[src/rtl/lfsr_gen_multi.sv]
// Parametrised PRBS generator: Fibonacci/Galois LFSR with multi-step advance, zero-seed guard,
// period-done pulse. Define LFSR_SYNC_CHECK_EN to add the embedded stream sync checker.
module lfsr_gen_multi #(
  parameter int unsigned          BIT_WIDTH    = 8,
  parameter logic [BIT_WIDTH-1:0] TAPS         = 8'hB8,
  parameter int unsigned          STEPS        = 1,
  parameter logic [BIT_WIDTH-1:0] DEFAULT_SEED = {BIT_WIDTH{1'b1}}
) (
  input  logic                 clk,
  input  logic                 rst_n,
`ifdef LFSR_SYNC_CHECK_EN
  input  logic                 chk_vld,
  input  logic [BIT_WIDTH-1:0] chk_data,
  output logic                 chk_locked,
  output logic [15:0]          chk_err_cnt,
`endif
  input  logic                 enable,
  input  logic                 load_evt,
  input  logic [BIT_WIDTH-1:0] seed_data,
  input  logic                 mode,
  output logic                 lfsr_vld,
  output logic [BIT_WIDTH-1:0] lfsr_data,
  output logic                 lfsr_done,
  output logic                 seed_err
);

  localparam logic [BIT_WIDTH:0] Period = {1'b0, {BIT_WIDTH{1'b1}}};

  function automatic logic [BIT_WIDTH-1:0] shift1(input logic [BIT_WIDTH-1:0] d,
                                                  input logic galois);
    if (galois) return {d[BIT_WIDTH-2:0], 1'b0} ^ (d[BIT_WIDTH-1] ? TAPS : '0);
    return {d[BIT_WIDTH-2:0], ^(d & TAPS)};
  endfunction

  function automatic logic [BIT_WIDTH-1:0] shift_n(input logic [BIT_WIDTH-1:0] d,
                                                   input logic galois);
    logic [BIT_WIDTH-1:0] r;
    r = d;
    for (int i = 0; i < int'(STEPS); i++) r = shift1(r, galois);
    return r;
  endfunction

  logic                 mode_q;
  logic [BIT_WIDTH-1:0] data_q;
  logic [BIT_WIDTH-1:0] cnt_q;
  logic                 vld_q, done_q, seed_err_q;

  logic [BIT_WIDTH:0]   cnt_sum;
  logic                 cnt_wrap;
  logic [BIT_WIDTH-1:0] cnt_d;
  logic                 seed_zero;

  // Shift count wraps modulo the period so done stays aligned when STEPS does not divide it.
  always_comb begin
    cnt_sum   = {1'b0, cnt_q} + (BIT_WIDTH+1)'(STEPS);
    cnt_wrap  = cnt_sum >= Period;
    cnt_d     = cnt_wrap ? BIT_WIDTH'(cnt_sum - Period) : cnt_sum[BIT_WIDTH-1:0];
    seed_zero = (seed_data == '0);
  end

  always_ff @(posedge clk or negedge rst_n) begin
    if (!rst_n) begin
      data_q     <= DEFAULT_SEED;
      mode_q     <= 1'b0;
      cnt_q      <= '0;
      vld_q      <= 1'b0;
      done_q     <= 1'b0;
      seed_err_q <= 1'b0;
    end else begin
      vld_q      <= 1'b0;
      done_q     <= 1'b0;
      seed_err_q <= 1'b0;
      if (load_evt) begin
        data_q     <= seed_zero ? DEFAULT_SEED : seed_data;
        mode_q     <= mode;
        cnt_q      <= '0;
        seed_err_q <= seed_zero;
      end else if (enable) begin
        data_q <= shift_n(data_q, mode_q);
        cnt_q  <= cnt_d;
        vld_q  <= 1'b1;
        done_q <= cnt_wrap;
      end
    end
  end

  assign lfsr_vld  = vld_q;
  assign lfsr_data = data_q;
  assign lfsr_done = done_q;
  assign seed_err  = seed_err_q;

`ifdef LFSR_SYNC_CHECK_EN
  typedef enum logic [0:0] {StHunt, StLock} chk_state_e;

  chk_state_e           chk_state_q;
  logic [BIT_WIDTH-1:0] chk_exp_q;
  logic [1:0]           miss_q;
  logic                 locked_q;
  logic [15:0]          err_cnt_q;

  // Expected value free-runs in lock so one bad word does not derail the following compares.
  always_ff @(posedge clk or negedge rst_n) begin
    if (!rst_n) begin
      chk_state_q <= StHunt;
      chk_exp_q   <= '0;
      miss_q      <= '0;
      locked_q    <= 1'b0;
      err_cnt_q   <= '0;
    end else if (load_evt) begin
      chk_state_q <= StHunt;
      miss_q      <= '0;
      locked_q    <= 1'b0;
    end else if (chk_vld) begin
      unique case (chk_state_q)
        StHunt: begin
          chk_exp_q <= shift_n(chk_data, mode_q);
          miss_q    <= '0;
          if (chk_data != '0) begin
            chk_state_q <= StLock;
            locked_q    <= 1'b1;
          end
        end
        StLock: begin
          chk_exp_q <= shift_n(chk_exp_q, mode_q);
          if (chk_data != chk_exp_q) begin
            if (err_cnt_q != 16'hFFFF) err_cnt_q <= err_cnt_q + 16'd1;
            if (miss_q == 2'd2) begin
              chk_state_q <= StHunt;
              locked_q    <= 1'b0;
              miss_q      <= '0;
            end else begin
              miss_q <= miss_q + 2'd1;
            end
          end else begin
            miss_q <= '0;
          end
        end
        default: chk_state_q <= StHunt;
      endcase
    end
  end

  assign chk_locked  = locked_q;
  assign chk_err_cnt = err_cnt_q;
`endif

endmodule

[config.mk]
export PLATFORM = sky130hd
export DESIGN_NAME = lfsr_gen_multi
export DESIGN_NICKNAME = d
export VERILOG_FILES = /design/src/rtl/lfsr_gen_multi.sv
export SDC_FILE = /design/constraint.sdc
export NUM_CORES = 1
export LEC_CHECK = 0
export BUFFER_PORTS_ARGS = -buffer_cell sky130_fd_sc_hd__buf_2
export CAP_MARGIN = 15
export CORE_MARGIN = 4
export CORE_UTILIZATION = 50
export DETAILED_ROUTE_END_ITERATION = 10
export PLACE_DENSITY = 0.73
export SLEW_MARGIN = 20
export SYNTH_ARGS = -nofsm -noshare
export SYNTH_HDL_FRONTEND = slang
export SYNTH_SLANG_ARGS = --single-unit
export TNS_END_PERCENT = 10
[constraint.sdc]
create_clock -name clk -period 2.2 [get_ports clk]
set_input_delay 0.11 -clock clk [delete_from_list [all_inputs] [get_ports clk]]
set_output_delay 0.11 -clock clk [all_outputs]
set_load 0.03 [all_outputs]
==> After elaboration in Yosys (flattened, before gate mapping) <==
Cells that the tools add are included.
W data, S select, Z words.
{ "word_totals": {"regBits": 20, "inputBits": 13, "output_inout_bits": 11, "elab_cells": 30} }
{ "classes": {"n_addsub": 2, "order_cmp": 1, "muxes": 17, "bitwise_logic": 1, "reduce_logical": 3} }
{ "op_table": {"columns": ["op", "n"], "rows": [
  ["$mux W8", 9],
  ["$add A8 B1 Y9 const B", 1],
  ["$ge A9 B8 Y1 const B", 1],
  ["$logic_not A8 Y1", 1],
  ["$mux W1", 8],
  ["$reduce_xor A8 Y1", 1],
  ["$sub A8 B8 Y8 const B", 1],
  ["$xor A8 B8 Y8", 1],
  ["$reduce_bool A2 Y1", 1]
]} }

==> Logic depth before layout (Yosys ltp) <==
Gate-level depths: netlist of run 1.
{ "depth": {"word_depth": 6, "mapped_depth": 9, "mapped_depth_nobuf": 8} }

==> Worst setup path before layout of run 1 <==
Ideal clock, no wire load.
{ "synth_timing": {"path_kind": "register to register", "from": "reg cnt_q[0]", "to": "reg cnt_q[0]", "setup_time_ps": 127, "arrival_time_ps": 1814, "required_time_ps": 2073, "setup_slack_ps": 259, "stages_incl_launch_ff": 10, "path_buffers": 1, "synth_period_minus_slack_ps": 1941, "cell_sequence": "dfrtp_1 -> buf_2 -> inv_1 -> ha_1 -> nor2_1 -> o21ai_0 -> a221oi_2 -> a21oi_2 -> nand2_2 -> mux2_1"} }
{ "synth_via": {"elab_chain_cells": 5, "word_cells_on_any_way": 6} }
{ "synth_rtl": {"columns": ["element", "line", "text"], "rows": [
  ["start: declaration", "45", "logic [BIT_WIDTH-1:0] cnt_q;"],
  ["start signal: assignment", "80", "cnt_q <= cnt_d;"],
  ["$add A8 B1 Y9 *", "55", "cnt_sum = {1'b0, cnt_q} + (BIT_WIDTH+1)'(STEPS);"],
  ["$sub A8 B8 Y8 / $ge A9 B8 Y1 (equally long branches)", "57, 56", null],
  ["$mux W8 *", "57", "cnt_d = cnt_wrap ? BIT_WIDTH'(cnt_sum - Period) : cnt_sum[BIT_WIDTH-1:0];"],
  ["$mux W8 *", "78", "end else if (enable) begin"],
  ["$mux W8 *", "73", "if (load_evt) begin"]
]} }
Mark *: on every way between the ends. The rest lies on a longest branch, timed or not. The select of a mux whose other input is x is not followed.
A chain may end at the register's enable or synchronous reset.

==> Worst setup path in the final report of run 1 <==
{ "layout_timing": {"from": "reg cnt_q[4]", "to": "reg cnt_q[0]"} }
{ "layout_via": {"elab_chain_cells": 5} }
{ "layout_rtl": {"columns": ["element", "line", "text"], "rows": [
  ["$add A8 B1 Y9", "55", null],
  ["$ge A9 B8 Y1", "56", "cnt_wrap = cnt_sum >= Period;"],
  ["$mux W8", "57", null],
  ["$mux W8", "78", null],
  ["$mux W8", "73", null]
]} }
Every way passes these cells. The select of a mux whose other input is x is not followed.

==> results of run 1 <==
## what timing repair did
| item | CTS | global route |
|---|---|---|
| hold buffers | 1 | 0 |
| gates resized for setup | 0 | 4 |
| setup endpoints to repair | 0 | 5 |
| setup buffers | 0 | 1 |
| endpoints found under the hold margin | 12 | 0 |
## per-stage QoR
| step | utilization | std cells | worst slack (ns) | power (mW) |
|---|---|---|---|---|
| floorplan | - | 153 | 0.259 | 0.608 |
| global placement | 0.583 | 200 | 0.183 | 0.665 |
| detailed placement | 0.583 | 200 | 0.0680 | 0.672 |
| CTS | 0.608 | 205 | 0.0474 | 0.978 |
| global route | 0.616 | 206 | 0.0197 | 1.02 |
| finish | 0.616 | 206 | 0.0964 | 0.971 |
## power breakdown
group	switching [mW]	internal (mW)	leakage, nW
Clock	0.116	0.184	0.0279
Combinational	0.132	0.0890	0.402
Sequential	0.0377	0.412	0.242
Total	0.286	0.686	0.671
## layer usage
metal	track usage	vias up	routed length, um
li1	-	595	-
met1	0.235	578	1390
met2	0.295	31	1500
met3	0.0302	5	137
met4	0.0949	0	43
met5	0	-	0
## area by class of cell
type	instances	area [um^2]	area share
multi-input cells	117	764	0.492
repair buffers	29	163	0.105
clock inverters	1	30.0	0.0193
inverters	6	22.5	0.0145
clock buffers	3	22.5	0.0145
flip-flops and latches	20	514	0.331
well taps	30	37.5	0.0242
## path summary, 6_finish.rpt
check	to	cells past startpoint	slack, ns	from
min in group asynchronous	cnt_q[4]	2	0.26	rst_n
worst min-delay path	mode_q	3	0.002	mode
worst min register to register	lfsr_data[0]	1	0.54	mode_q
max in group asynchronous	lfsr_data[5]	2	1.59	rst_n
worst max-delay path	cnt_q[0]	7	0.1	cnt_q[4]
worst max register to register	cnt_q[0]	7	0.1	cnt_q[4]
## synthesized netlist by cell type, drive strengths merged (2+ instances only)
cell type | instances | area [um^2]
nor3 | 4 | 20.0
mux2 | 4 | 45.0
o311ai | 2 | 17.5
o211ai | 3 | 22.5
a21oi | 7 | 38.8
dfrtp | 12 | 300
o21ai | 10 | 50.1
a41oi | 2 | 17.5
nand4 | 3 | 18.8
a211oi | 2 | 15.0
nand2 | 19 | 73.8
clkbuf | 5 | 18.8
nor2 | 11 | 41.3
xor2 | 3 | 26.3
nor3b | 3 | 22.5
dfstp | 8 | 210
inv | 6 | 22.5
xnor2 | 4 | 35.0
a31oi | 6 | 43.8
mux2i | 3 | 30.0
or3 | 3 | 23.8
buf | 5 | 36.3
nand2b | 3 | 18.8
nand3b | 2 | 15.0
ha | 2 | 25.0
nor2b | 2 | 12.5
nand3 | 8 | 52.6
## registers in the layout, summed over array words and instances, names as in the netlist
register / flops
seed_err: 1
lfsr_vld: 1
cnt_q: 8
lfsr_done: 1
lfsr_data: 8
mode_q: 1
## worst max-delay path, stage by stage, from the launching register on
cell and delay, ns:
dfrtp_1 0.55, nand3_4 0.10, buf_4 0.17, o211ai_1 0.30
nand3_1 0.21, a21oi_2 0.26, nand2_2 0.08, mux2_1 0.32
## cell families after synthesis
group | count (synthesis)
buffers and inverters | 16
adder cells (fa/ha/maj) | 2
multiplexers | 7
XOR/XNOR | 7
AO/OA/AOI/OAI | 37
flip-flops | 20
AND/OR/NAND/NOR | 64
==> results_dict.tcl, run 1 <==
set metrics [dict create \
    status "finished, final reports clean" \
    wl_um 3070 \
    arrival_ns 2.30 \
    clock_latency_ns 0.31 \
    synth_mux_area_frac 0.0559 \
    core_area_mm2 0.00252 \
    cts_tree "built" \
    syn_to_final_growth_pct 15.6 \
    nets 192 \
    grt.total_usage 0.184 \
    num_io_pins 24 \
    yosys_register_bits 20 \
    ys_seq_area_frac 0.380 \
    hpwl_um 2280 \
    synth_xor_area_frac 0.0456 \
    grt_max_degree 27 \
    synth_area_mm2 0.00134 \
    critPathMaxFanout 7 \
    dieWidth_um 59.8 \
    die_height_um 59.8 \
    synth_edf_count 0 \
    drive_gt1_frac 0.301 \
    synthFlopType "dfrtp_1" \
    syn_nets 168 \
    synth_top_family_by_area "simple AND/OR/NAND/NOR gates" \
    die-area_mm2 0.00358 \
    drt-wirelength-per-cell_um 14.9 \
    antenna_found_initial 0 \
    synth_adder_area_share 0.0186 \
    place.gp.congestion 0.925 \
    io_buffers 23 \
    grt_pass1_vias 1115 \
    vdd_drop_max_v 0.000577 \
    ant_nets 0 \
    mostFrequentLayoutCell "buf_2" \
    cts_buffers 3 \
    hold_ws_ns 0.00163 \
    p_leak_nw 0.671 \
    place_area_mm2 0.00147 \
    tightest_slew_ns 0.446 \
    max_freq_mhz 475 \
    skew_ns 0.0111 \
    hold_viol_final 0 \
    fin_area_mm2 0.00155 \
    post-route-period-util 0.956 \
    diodes 0 \
    drt_iter0_drc 46 \
    final_cell_mix "23 x buf_2, 18 x nand2_1, 11 x nor2_1, 10 x o21ai_0, 9 x dfrtp_1" \
    synthSimpleGateAreaFrac 0.255 \
    power_density_mw_per_mm2 625 \
    crit_path_end_kind "register" \
    path_class "register to register" \
    setup_viol 0 \
    maxCapViolCount 0 \
    syn_area_per_cell_um2 8.78 \
    cts.sinks 20 \
    drc 0 \
    cts.path.max_buffers 2 \
    yosys_warnings 0 \
    dr.pass1.iters 4 \
    h-tree-depth 1 \
    initial_core_util 0.533 \
    clk_pin_slew_worst_paths_ns 0.12 \
    fillers 245 \
    period_needed_ns 2.10 \
    critPathLaunchType "register" \
    synth_compound_area_frac 0.187 \
    dr_total_vias 1209 \
    relSlewSlack 0.703 \
    holdCritPathClass "input pin to register" \
    via_per_inst 5.87 \
    rsz0062_at_grt "no" \
    grt_pass1_wl_um 4910 \
    cts_root_buf "clkbuf_4" \
    num_rows 18 \
    syn_inst 153 \
    maxSlewViolCount 0 \
    ys_types 47 \
    tns_ns 0 \
    crit_required_ns 2.39 \
    async_reset_ff_frac 1.00 \
    grt_overflow 0 \
]
Power figures use the tool's default switching activity.
==> inputs of run 2 (changes only) <==
Settings changed: CORE_MARGIN 4 to 2.
==> run 2 against run 1 <==
Compared with the run above: worst setup slack improved by 0.055 ns; via count barely moved; wire length fell by 1.9%; first-iteration DRC count fell by 15%; combinational power barely moved; power rose by 0.58%; sequential power barely moved; critical path type unchanged; largest cell class unchanged.
==> results_dict.tcl, run 2 (same netlist as run 1, synthesis figures left out) <==
set metrics [dict create \
    num_rows 18 \
    num_io_pins 24 \
    die-area_mm2 0.00312 \
    drive_gt1_frac 0.305 \
    place.gp.congestion 1.00 \
    cts.path.max_buffers 2 \
    dpl_worst_slack_ns 0.0566 \
    drt_iter0_drc 39 \
    cts_tree "built" \
    wl_met3_um 140 \
    dieWidth_um 55.8 \
    p_seq_frac 0.460 \
    switching_power_uw 291 \
    r2r_slack_ns 0.15 \
    skew_ns 0.00838 \
    cts_root_buf "clkbuf_4" \
    p_leak_nw 0.677 \
    dr_total_vias 1210 \
    rsz0062_at_grt "no" \
    tightest_slew_ns 0.466 \
    r2r_end "cnt_q[0]" \
    initial_core_util 0.533 \
    h-tree-depth 1 \
    hold_ws_ns 0.0281 \
    critPathLaunchType "register" \
    cp_num_buf_inv 1 \
    startpoint "cnt_q[0]" \
    clock_latency_ns 0.30 \
    r2r.worst_path.cells 8 \
    grt.total_usage 0.211 \
    vdd_drop_max_v 0.000471 \
    hold_start "seed_data[7]" \
    sw_frac_of_total 0.298 \
    drt-wirelength-per-cell_um 14.6 \
    drt-met1-wl_um 1440 \
    status "finished, final reports clean" \
    tns_ns 0 \
    maxSlewViolCount 0 \
    crit_required_ns 2.39 \
    drc 0 \
    cts_buffers 3 \
    highest_layer "met4" \
    setup_ws_ns 0.151 \
    arrival_ns 2.24 \
    r2r_start "cnt_q[0]" \
    ant_nets 0 \
    clk_pin_slew_worst_paths_ns 0.12 \
    max_freq_mhz 488 \
    io_buffers 23 \
    fillers 229 \
    cpLargestDelayFamily "compound AO/OA/AOI/OAI gates" \
    post-route-period-util 0.931 \
    cts.sinks 20 \
    p_clk_frac 0.312 \
    crit_path_end_kind "register" \
    grt_pass1_vias 1091 \
    holdCritPathClass "input pin to register" \
    relSlewSlack 0.690 \
    critPathMaxFanout 6 \
    maxCapViolCount 0 \
    mostFrequentLayoutCell "buf_2" \
    max_stage_delay_ns 0.42 \
    die_height_um 55.8 \
    core_area_mm2 0.00252 \
    diodes 0 \
    grt_max_degree 27 \
    hpwl_um 2190 \
    setup_viol 0 \
    grt_pass1_wl_um 5240 \
    final_cell_mix "23 x buf_2, 18 x nand2_1, 11 x nor2_1, 10 x o21ai_0, 9 x dfrtp_1" \
    hold_path_depth 3 \
    critPathSlowestCell "dfrtp_2" \
    utilization 0.616 \
    syn_to_final_growth_pct 15.5 \
    antenna_found_initial 0 \
    period_needed_ns 2.05 \
    power_density_mw_per_mm2 629 \
    crit_chain "inv_1 -> ha_1 -> nor2_1 -> o21ai_0 -> a221oi_2 -> a21oi_2 -> nand2_2 -> mux2_1" \
    nets 193 \
    wl_um 3010 \
    dr.pass1.iters 5 \
    power_frac_comb 0.228 \
    path_class "register to register" \
    hold_viol_final 0 \
    min_to "lfsr_data[7]" \
    via_per_inst 5.85 \
    grt_overflow 0 \
    wl_met2_um 1410 \
    p_int_uw 685 \
]
run 2: changes by cell type in the layout (fill, tap and decap cells not counted), sizes merged:
| cell | change |
|---|---|
| buf | +1 |
run 2: cell type report:
type / instances / area (um^2) / share of cell area
multi-input combinational: 117 / 756 / 0.487
inverter: 6 / 22.5 / 0.0145
clock inverter: 1 / 30.0 / 0.0193
timing repair buffer: 30 / 170 / 0.110
clock buffer: 3 / 22.5 / 0.0145
sequential: 20 / 514 / 0.331
tap: 30 / 37.5 / 0.0242
run 2: worst max-delay path by stage:
stage / depth (start not counted) / slack [ns] / endpoint
after global routing: 8 / 0.008 / cnt_q[0]
after global placement: 8 / 0.18 / cnt_q[0]
final: 8 / 0.15 / cnt_q[0]
after detailed placement: 8 / 0.06 / cnt_q[0]
after floorplan: 9 / 0.26 / cnt_q[0]
after CTS: 8 / 0.04 / cnt_q[0]
run 2: worst register-to-register path: stages, from the launching register on:
cell and delay, ns:
dfrtp_2 0.42, inv_1 0.07, ha_1 0.34, nor2_1 0.18, o21ai_0 0.13, a221oi_2 0.26, a21oi_2 0.14, nand2_2 0.09
mux2_1 0.32
run 2: timing repair:
action / in CTS / in global routing
setup endpoints to repair: 0 / 2
resized for setup: 0 / 3
hold buffers: 1 / 0
endpoints found under the hold margin: 12 / 0
buffers inserted: 0 / 2
run 2: power groups by stage:
stage	logic, mW	registers, mW	clock network (mW)
after global routing	0.246	0.457	0.327
after floorplan	0.123	0.486	0
after global placement	0.213	0.454	0
final	0.223	0.450	0.304
after detailed placement	0.217	0.456	0
after CTS	0.220	0.450	0.310
run 2: through the flow:
stage	power (mW)	cell area [um^2]	cells
floorplan	0.608	1340	153
global placement	0.666	1470	200
detailed placement	0.674	1470	200
CTS	0.980	1530	205
global route	1.03	1550	207
finish	0.977	1550	207
run 2: routing by layer:
| layer | vias up | GRT usage |
|---|---|---|
| met5 | - | 0 |
| met4 | 0 | 0.0442 |
| met3 | 2 | 0.0395 |
| met2 | 41 | 0.337 |
| met1 | 567 | 0.300 |
| li1 | 600 | - |
==> inputs of run 3 (changes only) <==
Settings changed: BUFFER_PORTS_ARGS -buffer_cell sky130_fd_sc_hd__buf_2 to not set, DONT_BUFFER_PORTS set to 1, PLACE_DENSITY 0.73 to not set.
==> run 3 against run 2 <==
Compared with the run above: register-to-register slack worse by 0.02 ns; critical endpoint is now cnt_q[3]; sequential power up 9.8%; critical path type unchanged; cell count down 6.3%; worst setup slack got worse by 0.016 ns; hold slack got worse by 0.012 ns.
==> results_dict.tcl, run 3 (same netlist as run 1, synthesis figures left out) <==
set metrics [dict create \
    r2r_slack_ns 0.14 \
    nets 180 \
    fillers 227 \
    arrival_ns 2.27 \
    io_buffers 0 \
    hold_viol_final 0 \
    seq_area_um2 514 \
    critPathMaxFanout 6 \
    grt.total_usage 0.215 \
    clock_latency_ns 0.31 \
    clk_pin_slew_worst_paths_ns 0.11 \
    cts.sinks 20 \
    holdCritPathClass "input pin to register" \
    grt_pass1_wl_um 5240 \
    grt_max_degree 21 \
    syn_to_final_growth_pct 13.8 \
    die_height_um 55.8 \
    place.gp.congestion 0.884 \
    diodes 0 \
    drc 0 \
    maxSlewViolCount 0 \
    h-tree-depth 1 \
    wl_um 3140 \
    drive_gt1_frac 0.177 \
    setup_viol 0 \
    cts.path.max_buffers 2 \
    antenna_found_initial 0 \
    finalPower_uw 871 \
    period_needed_ns 2.06 \
    dieWidth_um 55.8 \
    critPathLaunchType "register" \
    max_freq_mhz 484 \
    final_cell_mix "18 x nand2_1, 12 x dlygate4sd3_1, 11 x nor2_1, 10 x o21ai_0, 9 x dfrtp_1" \
    crit_required_ns 2.41 \
    dr_total_vias 1153 \
    tns_ns 0 \
    cts_root_buf "clkbuf_4" \
    hold_ws_ns 0.0160 \
    relSlewSlack 0.413 \
    power_density_mw_per_mm2 570 \
    grt_overflow 0 \
    crit_path_end_kind "register" \
    maxCapViolCount 0 \
    post-route-period-util 0.938 \
    hpwl_um 2090 \
    ant_nets 0 \
    num_io_pins 24 \
    skew_ns 0.00548 \
    via_per_inst 5.94 \
    drt-wirelength-per-cell_um 16.2 \
    initial_core_util 0.533 \
    cts_tree "built" \
    path_class "register to register" \
    dr.pass1.iters 5 \
    grt_pass1_vias 1071 \
    core_area_mm2 0.00252 \
    rsz0062_at_grt "no" \
    multi_input_area_um2 756 \
    drt_iter0_drc 39 \
    die-area_mm2 0.00312 \
    status "finished, final reports clean" \
    p_leak_nw 0.627 \
    vdd_drop_max_v 0.000438 \
    num_rows 18 \
    mostFrequentLayoutCell "nand2_1" \
    tightest_slew_ns 0.878 \
    cts_buffers 3 \
]
[run 3: cell count changes in the layout (fill, tap and decap cells not counted)]
| cell | previous run | this run |
|---|---|---|
| dlygate4sd3_1 | 1 | 12 |
| buf_2 | 23 | 0 |
| clkbuf_8 | 0 | 1 |
| bufinv_16 | 1 | 0 |
| buf_4 | 6 | 4 |
| dlymetal6s2s_1 | 0 | 1 |
[run 3: critical path: stages, from the launching register on]
cell	delay, ns
dfrtp_2	0.45
dlymetal6s2s_1	0.19
and2_1	0.16
or3_1	0.40
a31oi_2	0.26
a41oi_1	0.23
a31oi_1	0.20
nand2_1	0.06
[run 3: final cells by class]
| type | count | area share |
|---|---|---|
| clock buffer | 4 | 0.0237 |
| multi-input combinational | 117 | 0.494 |
| tap | 30 | 0.0245 |
| timing repair buffer | 17 | 0.106 |
| inverter | 6 | 0.0147 |
| sequential | 20 | 0.336 |
[run 3: routing by layer]
metal	up-vias	track usage	wire length [um]
met5	-	0	0
met4	0	0.0544	26
met3	4	0.0581	221
met2	39	0.340	1470
met1	536	0.293	1420
li1	574	-	-
[run 3: worst paths after layout]
kind | endpoint | cells after the start | from
worst max-delay path | cnt_q[3] | 7 | cnt_q[0]
worst min-delay path | lfsr_data[4] | 3 | enable
worst max register to register | cnt_q[3] | 7 | cnt_q[0]
worst min register to register | lfsr_data[0] | 1 | mode_q
max in group asynchronous | cnt_q[0] | 1 | rst_n
min in group asynchronous | cnt_q[5] | 1 | rst_n
[run 3: what timing repair did]
item / in CTS / in global routing
setup buffers: 0 / 1
endpoints found under the hold margin: 36 / 0
gates resized for setup: 0 / 3
hold buffers: 12 / 0
setup endpoints to repair: 0 / 4
[run 3: stage by stage]
| step | instance area, um^2 | setup slack, ns | std cells | utilization |
|---|---|---|---|---|
| floorplan | 1340 | 0.259 | 153 | - |
| global placement | 1360 | 0.172 | 177 | 0.538 |
| global route | 1530 | 0.0205 | 194 | 0.606 |
| detailed placement | 1360 | 0.0924 | 177 | 0.538 |
| CTS | 1510 | 0.0695 | 193 | 0.600 |
| finish | 1530 | 0.136 | 194 | 0.606 |
[run 3: where the power goes]
| part | total, mW | leakage [nW] | internal [mW] | switching, mW |
|---|---|---|---|---|
| clock | 0.215 | 0.0210 | 0.101 | 0.113 |
| combinational | 0.163 | 0.364 | 0.0833 | 0.0793 |
| sequential | 0.494 | 0.242 | 0.414 | 0.0798 |
| total | 0.871 | 0.627 | 0.598 | 0.273 |
